File: config.mk
export PLATFORM = sky130hd
export DESIGN_NAME = pipemem_ctrl_flat
export DESIGN_NICKNAME = d
export VERILOG_FILES = /design/src/rtl/pipemem_ctrl_if.sv /design/src/rtl/pipemem_ctrl.sv /design/src/flat_wrapper.sv
export SDC_FILE = /design/constraint.sdc
export NUM_CORES = 1
export LEC_CHECK = 0
export CAP_MARGIN = 20
export CORE_AREA = 4 4 112 114
export CTS_BUF_LIST = sky130_fd_sc_hd__clkbuf_4 sky130_fd_sc_hd__clkbuf_8
export CTS_CLUSTER_DIAMETER = 120
export CTS_CLUSTER_SIZE = 24
export DETAILED_ROUTE_END_ITERATION = 7
export DIE_AREA = 0 0 116 118
export PLACE_DENSITY_LB_ADDON = 0.08
export REMOVE_ABC_BUFFERS = 1
export SYNTH_ARGS = -nofsm -noshare
export SYNTH_HDL_FRONTEND = slang
export SYNTH_SLANG_ARGS = --single-unit
export TNS_END_PERCENT = 50
File: constraint.sdc
create_clock -name clk -period 9.1 [get_ports clk]
set_input_delay 1.82 -clock clk [delete_from_list [all_inputs] [get_ports clk]]
set_output_delay 1.82 -clock clk [all_outputs]
set_load 0.01 [all_outputs]
File: src/rtl/pipemem_ctrl_if.sv
// EX/MEM operands, external data-bus handshake and MEM/WB-side results of the
// MEM-stage memory controller, bundled for a single port connection.
interface pipemem_ctrl_if;
    logic        mvalid;
    logic [31:0] malu;
    logic [31:0] mb;
    logic        mwreg;
    logic        mm2reg;
    logic        mwmem;
    logic [1:0]  msize;
    logic        msigned;
    logic [31:0] dm_rdata;
    logic        dm_ack;
    logic        dm_req;
    logic        dm_we;
    logic [31:0] dm_addr;
    logic [3:0]  dm_be;
    logic [31:0] dm_wdata;
    logic [31:0] mmo;
    logic        mwreg_o;
    logic        mm2reg_o;
    logic        stall;
    logic        merr;

    // master: the controller itself
    modport master (
        input  mvalid, malu, mb, mwreg, mm2reg, mwmem, msize, msigned,
        input  dm_rdata, dm_ack,
        output dm_req, dm_we, dm_addr, dm_be, dm_wdata,
        output mmo, mwreg_o, mm2reg_o, stall, merr
    );

    // slave: pipeline plus memory side surrounding the controller
    modport slave (
        output mvalid, malu, mb, mwreg, mm2reg, mwmem, msize, msigned,
        output dm_rdata, dm_ack,
        input  dm_req, dm_we, dm_addr, dm_be, dm_wdata,
        input  mmo, mwreg_o, mm2reg_o, stall, merr
    );
endinterface

File: src/rtl/pipemem_ctrl.sv
// MEM-stage data-memory controller: stalls the pipeline across a variable-latency
// req/ack bus transaction, extracts/extends load lanes and flags misaligned or timed-out accesses.
module pipemem_ctrl #(
    parameter int unsigned TMO = 255
) (
    input  logic           clk,
    input  logic           clr,
    pipemem_ctrl_if.master bus
);
    typedef enum logic [1:0] {IDLE, BUSY, DONE} state_t;

    localparam logic [7:0] TMO_LAST = 8'(TMO - 1);

    state_t      state_reg;
    logic [7:0]  cnt_reg;
    logic        req_reg, we_reg, merr_reg;
    logic [31:0] addr_reg, wdata_reg, mmo_reg;
    logic [3:0]  be_reg;
    logic [1:0]  size_reg, lane_reg;
    logic        sign_reg, load_reg;

    logic        acc, misaligned, start;
    logic [3:0]  be_next;
    logic [31:0] wdata_next;
    logic [7:0]  byte_sel;
    logic [15:0] half_sel;
    logic [31:0] load_ext;

    always_comb begin
        acc        = bus.mvalid & (bus.mm2reg | bus.mwmem);
        misaligned = ((bus.msize == 2'b01) & bus.malu[0]) |
                     (bus.msize[1] & (bus.malu[1:0] != 2'b00));
        start      = (state_reg == IDLE) & acc & ~misaligned;
        be_next    = 4'b1111;
        wdata_next = bus.mb;
        case (bus.msize)
            2'b00: begin
                be_next    = 4'b0001 << bus.malu[1:0];
                wdata_next = {4{bus.mb[7:0]}};
            end
            2'b01: begin
                be_next    = bus.malu[1] ? 4'b1100 : 4'b0011;
                wdata_next = {2{bus.mb[15:0]}};
            end
            default: ;
        endcase
    end

    // Lane extraction uses the size/sign/lane captured at request time, not the live EX/MEM fields.
    always_comb begin
        byte_sel = bus.dm_rdata[{lane_reg, 3'b000} +: 8];
        half_sel = lane_reg[1] ? bus.dm_rdata[31:16] : bus.dm_rdata[15:0];
        case (size_reg)
            2'b00:   load_ext = {{24{sign_reg & byte_sel[7]}}, byte_sel};
            2'b01:   load_ext = {{16{sign_reg & half_sel[15]}}, half_sel};
            default: load_ext = bus.dm_rdata;
        endcase
    end

    always_ff @(posedge clk or posedge clr) begin
        if (clr) begin
            state_reg <= IDLE;
            cnt_reg   <= 8'd0;
            req_reg   <= 1'b0;
            we_reg    <= 1'b0;
            merr_reg  <= 1'b0;
            addr_reg  <= 32'd0;
            wdata_reg <= 32'd0;
            mmo_reg   <= 32'd0;
            be_reg    <= 4'd0;
            size_reg  <= 2'd0;
            lane_reg  <= 2'd0;
            sign_reg  <= 1'b0;
            load_reg  <= 1'b0;
        end else begin
            case (state_reg)
                IDLE: begin
                    if (start) begin
                        req_reg   <= 1'b1;
                        we_reg    <= bus.mwmem;
                        addr_reg  <= {bus.malu[31:2], 2'b00};
                        be_reg    <= be_next;
                        wdata_reg <= wdata_next;
                        size_reg  <= bus.msize;
                        sign_reg  <= bus.msigned;
                        lane_reg  <= bus.malu[1:0];
                        load_reg  <= bus.mm2reg;
                        cnt_reg   <= 8'd0;
                        state_reg <= BUSY;
                    end
                end
                BUSY: begin
                    cnt_reg <= cnt_reg + 8'd1;
                    // An ack landing on the last allowed cycle still wins over the timeout.
                    if (bus.dm_ack) begin
                        if (load_reg) mmo_reg <= load_ext;
                        req_reg   <= 1'b0;
                        we_reg    <= 1'b0;
                        state_reg <= DONE;
                    end else if (cnt_reg == TMO_LAST) begin
                        req_reg   <= 1'b0;
                        we_reg    <= 1'b0;
                        merr_reg  <= 1'b1;
                        state_reg <= DONE;
                    end
                end
                DONE: begin
                    merr_reg  <= 1'b0;
                    cnt_reg   <= 8'd0;
                    state_reg <= IDLE;
                end
                default: state_reg <= IDLE;
            endcase
        end
    end

    always_comb begin
        bus.dm_req   = req_reg;
        bus.dm_we    = we_reg;
        bus.dm_addr  = addr_reg;
        bus.dm_be    = be_reg;
        bus.dm_wdata = wdata_reg;
        bus.mmo      = mmo_reg;
        bus.stall    = start | (state_reg == BUSY);
        bus.merr     = merr_reg | ((state_reg == IDLE) & acc & misaligned);
        bus.mwreg_o  = 1'b0;
        bus.mm2reg_o = 1'b0;
        case (state_reg)
            IDLE: bus.mwreg_o = bus.mvalid & bus.mwreg & ~acc;
            DONE: begin
                bus.mwreg_o  = bus.mwreg & ~merr_reg;
                bus.mm2reg_o = bus.mm2reg & ~merr_reg;
            end
            default: ;
        endcase
    end
endmodule

File: src/flat_wrapper.sv
// flat-port wrapper written by rule: the top's interface ports become plain ports
module pipemem_ctrl_flat 
#(
    parameter int unsigned TMO = 255
)
  (clk, clr, bus_mvalid, bus_malu, bus_mb, bus_mwreg, bus_mm2reg, bus_mwmem, bus_msize, bus_msigned, bus_dm_rdata, bus_dm_ack, bus_dm_req, bus_dm_we, bus_dm_addr, bus_dm_be, bus_dm_wdata, bus_mmo, bus_mwreg_o, bus_mm2reg_o, bus_stall, bus_merr);
  pipemem_ctrl_if bus_i ();
  input  logic clk;
  input  logic clr;
  input wire logic [$bits(bus_i.mvalid)-1:0] bus_mvalid;
  input wire logic [$bits(bus_i.malu)-1:0] bus_malu;
  input wire logic [$bits(bus_i.mb)-1:0] bus_mb;
  input wire logic [$bits(bus_i.mwreg)-1:0] bus_mwreg;
  input wire logic [$bits(bus_i.mm2reg)-1:0] bus_mm2reg;
  input wire logic [$bits(bus_i.mwmem)-1:0] bus_mwmem;
  input wire logic [$bits(bus_i.msize)-1:0] bus_msize;
  input wire logic [$bits(bus_i.msigned)-1:0] bus_msigned;
  input wire logic [$bits(bus_i.dm_rdata)-1:0] bus_dm_rdata;
  input wire logic [$bits(bus_i.dm_ack)-1:0] bus_dm_ack;
  output wire logic [$bits(bus_i.dm_req)-1:0] bus_dm_req;
  output wire logic [$bits(bus_i.dm_we)-1:0] bus_dm_we;
  output wire logic [$bits(bus_i.dm_addr)-1:0] bus_dm_addr;
  output wire logic [$bits(bus_i.dm_be)-1:0] bus_dm_be;
  output wire logic [$bits(bus_i.dm_wdata)-1:0] bus_dm_wdata;
  output wire logic [$bits(bus_i.mmo)-1:0] bus_mmo;
  output wire logic [$bits(bus_i.mwreg_o)-1:0] bus_mwreg_o;
  output wire logic [$bits(bus_i.mm2reg_o)-1:0] bus_mm2reg_o;
  output wire logic [$bits(bus_i.stall)-1:0] bus_stall;
  output wire logic [$bits(bus_i.merr)-1:0] bus_merr;
  assign bus_i.mvalid = bus_mvalid;
  assign bus_i.malu = bus_malu;
  assign bus_i.mb = bus_mb;
  assign bus_i.mwreg = bus_mwreg;
  assign bus_i.mm2reg = bus_mm2reg;
  assign bus_i.mwmem = bus_mwmem;
  assign bus_i.msize = bus_msize;
  assign bus_i.msigned = bus_msigned;
  assign bus_i.dm_rdata = bus_dm_rdata;
  assign bus_i.dm_ack = bus_dm_ack;
  assign bus_dm_req = bus_i.dm_req;
  assign bus_dm_we = bus_i.dm_we;
  assign bus_dm_addr = bus_i.dm_addr;
  assign bus_dm_be = bus_i.dm_be;
  assign bus_dm_wdata = bus_i.dm_wdata;
  assign bus_mmo = bus_i.mmo;
  assign bus_mwreg_o = bus_i.mwreg_o;
  assign bus_mm2reg_o = bus_i.mm2reg_o;
  assign bus_stall = bus_i.stall;
  assign bus_merr = bus_i.merr;
  pipemem_ctrl #(.TMO(TMO)) u_core (.clk(clk), .clr(clr), .bus(bus_i));
endmodule
==> metrics.md, run 1 <==
| Metric | Value |
|---|---|
| Final routed DRC violation total | `0` |
| Global-route wire length before repair | `~25000 um` |
| Logic depth of the worst register-to-register path | `5` |
| Sum of overflow across all layers after global routing | `0` |
| Final Critical Period | `5780 ps` |
| Category of the worst setup path capture point | `output port` |
| Peak Freq | `~170 MHz` |
| Die height | `about 120 um` |
| Vias in the first global route | `between 5k and 6k` |
| Wire length per cell after detailed routing | `~18 um` |
| Setup repair after global routing missed its margin | `false` |
| Wire length reported by the detailed router | `between 15000 and 20000 um` |
| Slew margin rel. | `around a third` |
| Final clock period utilization by the worst path | `between 60% and 70%` |
| Worst-skew pair later-pin latency | `430 ps` |
| Num rows | `39` |
| Post-synth EDFFs | `0` |
| Core Box Area | `between 10000 and 15000 um^2` |
| Quantity of I/O buffers inserted on ports | `~210` |
| Final-layout setup total negative slack | `0 ps` |
| FFs w/ async S/R, synth | `100%` |
| Worst endpoint required time | `7280 ps` |
| Launch instance of the worst min-delay path | `u_core.bus.dm_wdata[15]` |
| Setup ws final | `between 3000 and 4000 ps` |
| WP data arrival | `between 3000 and 4000 ps` |
| Worst-path fanout max | `14` |
| Tot Pwr | `2.19 mW` |
| R2R Path Start | `u_core.state_reg[1]` |
| Slew of the pin with the lowest slew margin | `between 1000 and 1500 ps` |
| Number of violations reported at the end of detailed-routing iteration 0 | `between 300 and 400` |
| Element type at the critical path start | `primary input` |
| Fraction of final layout cells with drive strength greater than 1 | `between 10% and 20%` |
| TritonCTS Sinks | `about 120` |
| Number of vias per cell after detailed routing | `between 5 and 6` |
| Clock tree from TritonCTS | `built` |
| Power Dens Cells | `roughly 270 nW/um^2` |
| Maxcap violations | `0` |
| Ports placed on the boundary | `~210` |
| Number of instances in the synthesized netlist | `530` |
| Slack of the worst reg-to-reg path | `about 6500 ps` |
| Worst Skew | `around 6.0 ps` |
| Ranking of synthesized cells by instance count | `117 x sky130_fd_sc_hd__dfrtp_1, 72 x sky130_fd_sc_hd__nand2_1, 54 x sky130_fd_sc_hd__o21ai_0` |
| Commonest register cell after synthesis | `sky130_fd_sc_hd__dfrtp_1` |
| Largest net degree at the start of global routing | `~100` |
| CTS-repair resized insts | `0` |
| Most common cell in the synthesized netlist | `sky130_fd_sc_hd__dfrtp_1` |
| Path category of the worst min-delay check | `flop to flop` |
| Count of antenna-violating nets left after detailed routing | `0` |
| Number of setup buffers added after CTS | `0` |
| Clock-pin slew on the worst setup and hold paths | `around 60 ps` |
| Synth-to-Final Area Change | `47.1%` |
| Max IR drop VDD | `0.201 mV` |
| Critical register-to-register path endpoint | `u_core.bus.dm_we` |
| Global-route total usage across every layer | `a little under a quarter` |
| Netlist Area Pre-Place | `around 5500 um^2` |
| Setup Viol. Count Final | `0` |
| Library cell occupying the most area in the post-synthesis netlist | `sky130_fd_sc_hd__dfrtp_1` |
| Max Root-Sink Buffers | `2` |
| Area contributors post-synth | `sky130_fd_sc_hd__dfrtp_1 53%, sky130_fd_sc_hd__mux2_2 10%, sky130_fd_sc_hd__mux2i_1 4.9%` |
| Number of detailed-route iterations in the first pass | `4` |
| Type of the worst setup path | `primary input to output port` |
| Clock H-tree levels | `4` |
| Warning count from the yosys run | `0` |
| Max Transition Viols Final | `0` |
| Number of unique standard cell types used by synthesis | `56` |
| #FFs+latches synth | `117` |
| Post-synth top area share | `52.9%` |
| Final hold vios | `0` |
| Nets | `between 800 and 900` |
| Share of the yosys chip area belonging to registers | `between 50 and 60%` |
| Number of antenna violations at the first check in global routing | `0` |
| Mean cell area of the mapped netlist | `~10 um^2` |
| Root buffer cell | `sky130_fd_sc_hd__clkbuf_8` |
| Routability congestion estimate from global placement | `0.798` |
| Final worst hold slack | `between 400 and 500 ps` |
| Die X | `116 um` |
| Initial core utilization | `48.5%` |
| Hold Path Depth | `2` |
| Run status | `finished, final reports clean` |
| Capture endpoint of the worst hold path | `u_core.bus.dm_wdata[15]` |
| Hold-fix buffers at CTS | `0` |
| Area of the die | `approximately 14000 um^2` |
| HPWL after detailed placement | `between 10000 and 15000 um` |
| Post-placement setup slack | `3270 ps` |
| Number of inserted diodes | `0` |
| Inserted Clock Buffers | `17` |
| Static leakage power | `around 3.4 nW` |
| Vias post-DR | `4844` |
## report_power, final
group | internal, mW | leakage (nW) | switching [mW]
Combinational | 0.480 | 1.80 | 0.354
Clock | 0.308 | 0.225 | 0.206
Sequential | 0.703 | 1.41 | 0.140
## cells by family after synthesis
| logic type | synth area share (%) |
|---|---|
| AOI/OAI and AO/OA | 14.4 |
| xor gates and xnor gates | 0.475 |
| adders and majority gates | 0.452 |
| buffers and inverters | 3.89 |
| DFF | 52.9 |
| muxes | 15.1 |
| other | 0.0677 |
| and+or+nand+nor | 12.8 |
## cell type report
type | instances | area [um^2]
tap | 143 | 179
timing repair buffer | 215 | 2160
inverter | 9 | 36.3
multi-input combinational | 368 | 2410
clock inverter | 9 | 123
clock buffer | 23 | 310
sequential | 117 | 2930
fill | 876 | 3270
## critical path, stage by stage
cell and delay [ps]:
sky130_fd_sc_hd__clkdlybuf4s50_1 980, sky130_fd_sc_hd__a21oi_1 280, sky130_fd_sc_hd__o31ai_1 280, sky130_fd_sc_hd__clkdlybuf4s50_1 590
## layer usage
layer	GRT usage [%]	vias to the layer above	routed length (um)
li1	-	2269	-
met1	27.6	2356	6050
met2	38.1	197	7980
met3	9.92	22	1680
met4	7.83	0	243
met5	0	-	0
## metrics by stage
step | std cells | util (%) | instance area (um^2)
2_1_floorplan | 494 | - | 5360
3_3_place_gp | 849 | 67.1 | 7670
3_5_place_dp | 851 | 67.4 | 7690
4_1_cts | 883 | 71.2 | 8130
5_1_grt | 884 | 71.3 | 8150
6_report | 884 | 71.3 | 8150
## placed cells by master, fill, tap and decap left out, types with 3 or more instances in the layout
cell	netlist	final
sky130_fd_sc_hd__a21oi_1	33	33
sky130_fd_sc_hd__a22oi_1	7	7
sky130_fd_sc_hd__and3_1	3	3
sky130_fd_sc_hd__buf_4	2	3
sky130_fd_sc_hd__bufinv_16	0	3
sky130_fd_sc_hd__clkbuf_8	0	22
sky130_fd_sc_hd__clkdlybuf4s50_1	0	209
sky130_fd_sc_hd__clkinv_2	0	5
sky130_fd_sc_hd__dfrtp_1	117	117
sky130_fd_sc_hd__inv_1	8	7
sky130_fd_sc_hd__mux2_2	50	50
sky130_fd_sc_hd__mux2i_1	27	27
sky130_fd_sc_hd__nand2_1	72	72
sky130_fd_sc_hd__nand2b_1	4	4
sky130_fd_sc_hd__nand3_1	10	10
sky130_fd_sc_hd__nor2_1	37	36
sky130_fd_sc_hd__nor2b_1	3	3
sky130_fd_sc_hd__nor3_1	8	8
sky130_fd_sc_hd__o21a_1	7	7
sky130_fd_sc_hd__o21ai_0	54	54
sky130_fd_sc_hd__o22ai_1	3	3
sky130_fd_sc_hd__o311ai_0	5	5
sky130_fd_sc_hd__or3_1	3	3
## worst max path at each step
stage | cells past startpoint | slack (ps) | from | to
after floorplan | 3 | 2940 | bus_malu[0] | bus_stall
final | 4 | 3320 | bus_msize[0] | bus_merr
after global placement | 4 | 3290 | bus_msize[0] | bus_merr
after detailed placement | 4 | 3270 | bus_msize[0] | bus_merr
after CTS | 4 | 3290 | bus_msize[0] | bus_merr
after global routing | 4 | 3210 | bus_msize[0] | bus_merr
Power figures use the tool's default switching activity.
==> run 2: changes to the inputs <==
--- a/config.mk
+++ b/config.mk
@@ -6,12 +6,12 @@
 export NUM_CORES = 1
 export LEC_CHECK = 0
 export CAP_MARGIN = 20
-export CORE_AREA = 4 4 112 114
+export CORE_AREA = 4 4 115 117
 export CTS_BUF_LIST = sky130_fd_sc_hd__clkbuf_4 sky130_fd_sc_hd__clkbuf_8
 export CTS_CLUSTER_DIAMETER = 120
 export CTS_CLUSTER_SIZE = 24
 export DETAILED_ROUTE_END_ITERATION = 7
-export DIE_AREA = 0 0 116 118
+export DIE_AREA = 0 0 119 121
 export PLACE_DENSITY_LB_ADDON = 0.08
 export REMOVE_ABC_BUFFERS = 1
 export SYNTH_ARGS = -nofsm -noshare
==> constraint.sdc (replaced) <==
create_clock -name clk -period 5.9 [get_ports clk]
set_input_delay 1.18 -clock clk [delete_from_list [all_inputs] [get_ports clk]]
set_output_delay 1.18 -clock clk [all_outputs]
set_load 0.01 [all_outputs]
==> run 2 against run 1 <==
  * Global-route usage is 1.5 points lower
  * Via count is 1.6% lower
  * Design area is 0.66% higher
  * Setup slack worse by 1600 ps
  * Register-to-register slack worse by 3200 ps
  * Highest routed layer unchanged
  * Largest power group unchanged
  * Sequential power is 53% higher
  * Critical path depth is 1 higher
  * Routed wire length is 4.6% lower
==> metrics.md, run 2 (synthesis gave the netlist of run 1 again) <==
| Metric | Value |
|---|---|
| Number of vias per cell after detailed routing | `between 5 and 6` |
| Worst-skew pair later-pin latency | `approximately 430 ps` |
| Count of antenna-violating nets left after detailed routing | `0` |
| R2R Path Start | `u_core.state_reg[1]` |
| Inserted Clock Buffers | `17` |
| Worst endpoint required time | `4720 ps` |
| TritonCTS Sinks | `around 120` |
| Num rows | `around 40` |
| Synth-to-Final Area Change | `48.1%` |
| Clock H-tree levels | `4` |
| WP data arrival | `between 3000 and 4000 ps` |
| Wire length reported by the detailed router | `around 15000 um` |
| Final-layout setup total negative slack | `0 ps` |
| Max Transition Viols Final | `0` |
| Largest net degree at the start of global routing | `a little under 100` |
| Final clock period utilization by the worst path | `between 70% and 80%` |
| Clock tree from TritonCTS | `built` |
| Power Dens Cells | `417 nW/um^2` |
| Wire length per cell after detailed routing | `~17 um` |
| Initial core utilization | `about 45%` |
| Type of the worst setup path | `primary input to output port` |
| Global-route wire length before repair | `~25000 um` |
| Number of cells in the design after placement | `~880` |
| HPWL after detailed placement | `between 10000 and 15000 um` |
| Max Root-Sink Buffers | `2` |
| Root buffer cell | `sky130_fd_sc_hd__clkbuf_8` |
| Number of detailed-route iterations in the first pass | `4` |
| Setup Viol. Count Final | `0` |
| Worst Skew | `about 5.7 ps` |
| Launch instance of the worst min-delay path | `u_core.bus.mmo[3]` |
| Die height | `121 um` |
| Slew margin rel. | `between 30% and 40%` |
| Fraction of final layout cells with drive strength greater than 1 | `a little over an eighth` |
| Routability congestion estimate from global placement | `roughly 0.84` |
| Core Box Area | `roughly 12000 um^2` |
| Hold-fix buffers at CTS | `0` |
| Peak Freq | `approximately 240 MHz` |
| Ports placed on the boundary | `between 200 and 250` |
| Vias in the first global route | `just over 5k` |
| Logic depth of the worst register-to-register path | `5` |
| Final routed DRC violation total | `0` |
| Number of setup buffers added after CTS | `0` |
| Most frequent cells in the layout | `209 x sky130_fd_sc_hd__clkdlybuf4s50_1, 117 x sky130_fd_sc_hd__dfrtp_1, 72 x sky130_fd_sc_hd__nand2_1` |
| Commonest non-fill, non-tap cell in the layout | `sky130_fd_sc_hd__clkdlybuf4s50_1` |
| Static leakage power | `3.44 nW` |
| Number of violations reported at the end of detailed-routing iteration 0 | `roughly 340` |
| Die X | `around 120 um` |
| Slew of the pin with the lowest slew margin | `about 1000 ps` |
| Setup repair after global routing missed its margin | `false` |
| Global-route total usage across every layer | `between 20% and 30%` |
| Worst-path fanout max | `8` |
| Capture endpoint of the worst hold path | `u_core.bus.mmo[3]` |
| Category of the worst setup path capture point | `output port` |
| Post-route non-filler standard cell count | `slightly above 900` |
| Element type at the critical path start | `primary input` |
| Slack of the worst reg-to-reg path | `3310 ps` |
| Maxcap violations | `0` |
| Clock-pin slew on the worst setup and hold paths | `60 ps` |
| Final hold vios | `0` |
| CTS-repair resized insts | `0` |
| Hold Path Depth | `2` |
| Quantity of I/O buffers inserted on ports | `209` |
| Max IR drop VDD | `0.189 mV` |
| Area of the die | `around 14000 um^2` |
| Number of inserted diodes | `0` |
| Number of antenna violations at the first check in global routing | `0` |
| Final Critical Period | `~4200 ps` |
| Path category of the worst min-delay check | `flop to flop` |
| Sum of overflow across all layers after global routing | `0` |
| Tot Pwr | `around 3.4 mW` |
| Vias post-DR | `between 4k and 5k` |
| Critical register-to-register path endpoint | `u_core.bus.dm_we` |
| Run status | `finished, final reports clean` |
| Nets | `around 840` |
-- run 2: cell types whose count changed in the layout (fill, tap and decap cells not counted) --
cell	delta
sky130_fd_sc_hd__buf_4	+2
sky130_fd_sc_hd__clkinv_2	-2
sky130_fd_sc_hd__buf_12	-1
sky130_fd_sc_hd__buf_6	-1
sky130_fd_sc_hd__bufinv_16	+1
sky130_fd_sc_hd__clkbuf_8	+1
-- run 2: how the worst max path moves through the flow --
| stage | from | end | cells after the start |
|---|---|---|---|
| after global placement | bus_mwmem | bus_merr | 5 |
| after global routing | bus_mwmem | bus_merr | 5 |
| final | bus_mm2reg | bus_merr | 5 |
| after floorplan | bus_malu[0] | bus_stall | 3 |
| after CTS | bus_mwmem | bus_merr | 5 |
| after detailed placement | bus_mwmem | bus_merr | 5 |
-- run 2: critical path, stage by stage --
cell and delay [ps]:
sky130_fd_sc_hd__clkdlybuf4s50_1 540, sky130_fd_sc_hd__o21a_1 250, sky130_fd_sc_hd__nand2_1 200, sky130_fd_sc_hd__o31ai_1 240, sky130_fd_sc_hd__clkdlybuf4s50_1 590
-- run 2: layer usage --
metal	wire length [um]	vias up	global-route usage [%]
li1	-	2263	-
met1	6050	2316	26.1
met2	7450	171	35.3
met3	1520	16	10.3
met4	190	0	6.73
met5	0	-	0
-- run 2: cell type report --
| type | count | area, um^2 |
|---|---|---|
| fillers | 1039 | 4160 |
| well taps | 172 | 215 |
| clock buffers | 24 | 324 |
| inverters | 9 | 36.3 |
| multi-input cells | 368 | 2410 |
| flip-flops and latches | 117 | 2930 |
| repair buffers | 215 | 2140 |
| clock inverters | 8 | 143 |
-- run 2: where the power goes --
part | leakage [nW] | internal, mW | switching (mW) | total, mW
Clock | 0.238 | 0.531 | 0.315 | 0.846
Combinational | 1.79 | 0.738 | 0.539 | 1.28
Sequential | 1.41 | 1.08 | 0.209 | 1.29
Total | 3.44 | 2.35 | 1.06 | 3.42
-- run 2: per-stage QoR --
stage | worst slack (ps) | hold slack, ps | utilization, % | area [um^2]
final | 1710 | 479 | 66.3 | 8200
after CTS | 1690 | 484 | 66.3 | 8200
after detailed placement | 1690 | 470 | 62.5 | 7730
after floorplan | 1020 | 467 | - | 5360
after global routing | 1630 | 503 | 66.3 | 8200
after global placement | 1750 | 460 | 62.4 | 7720
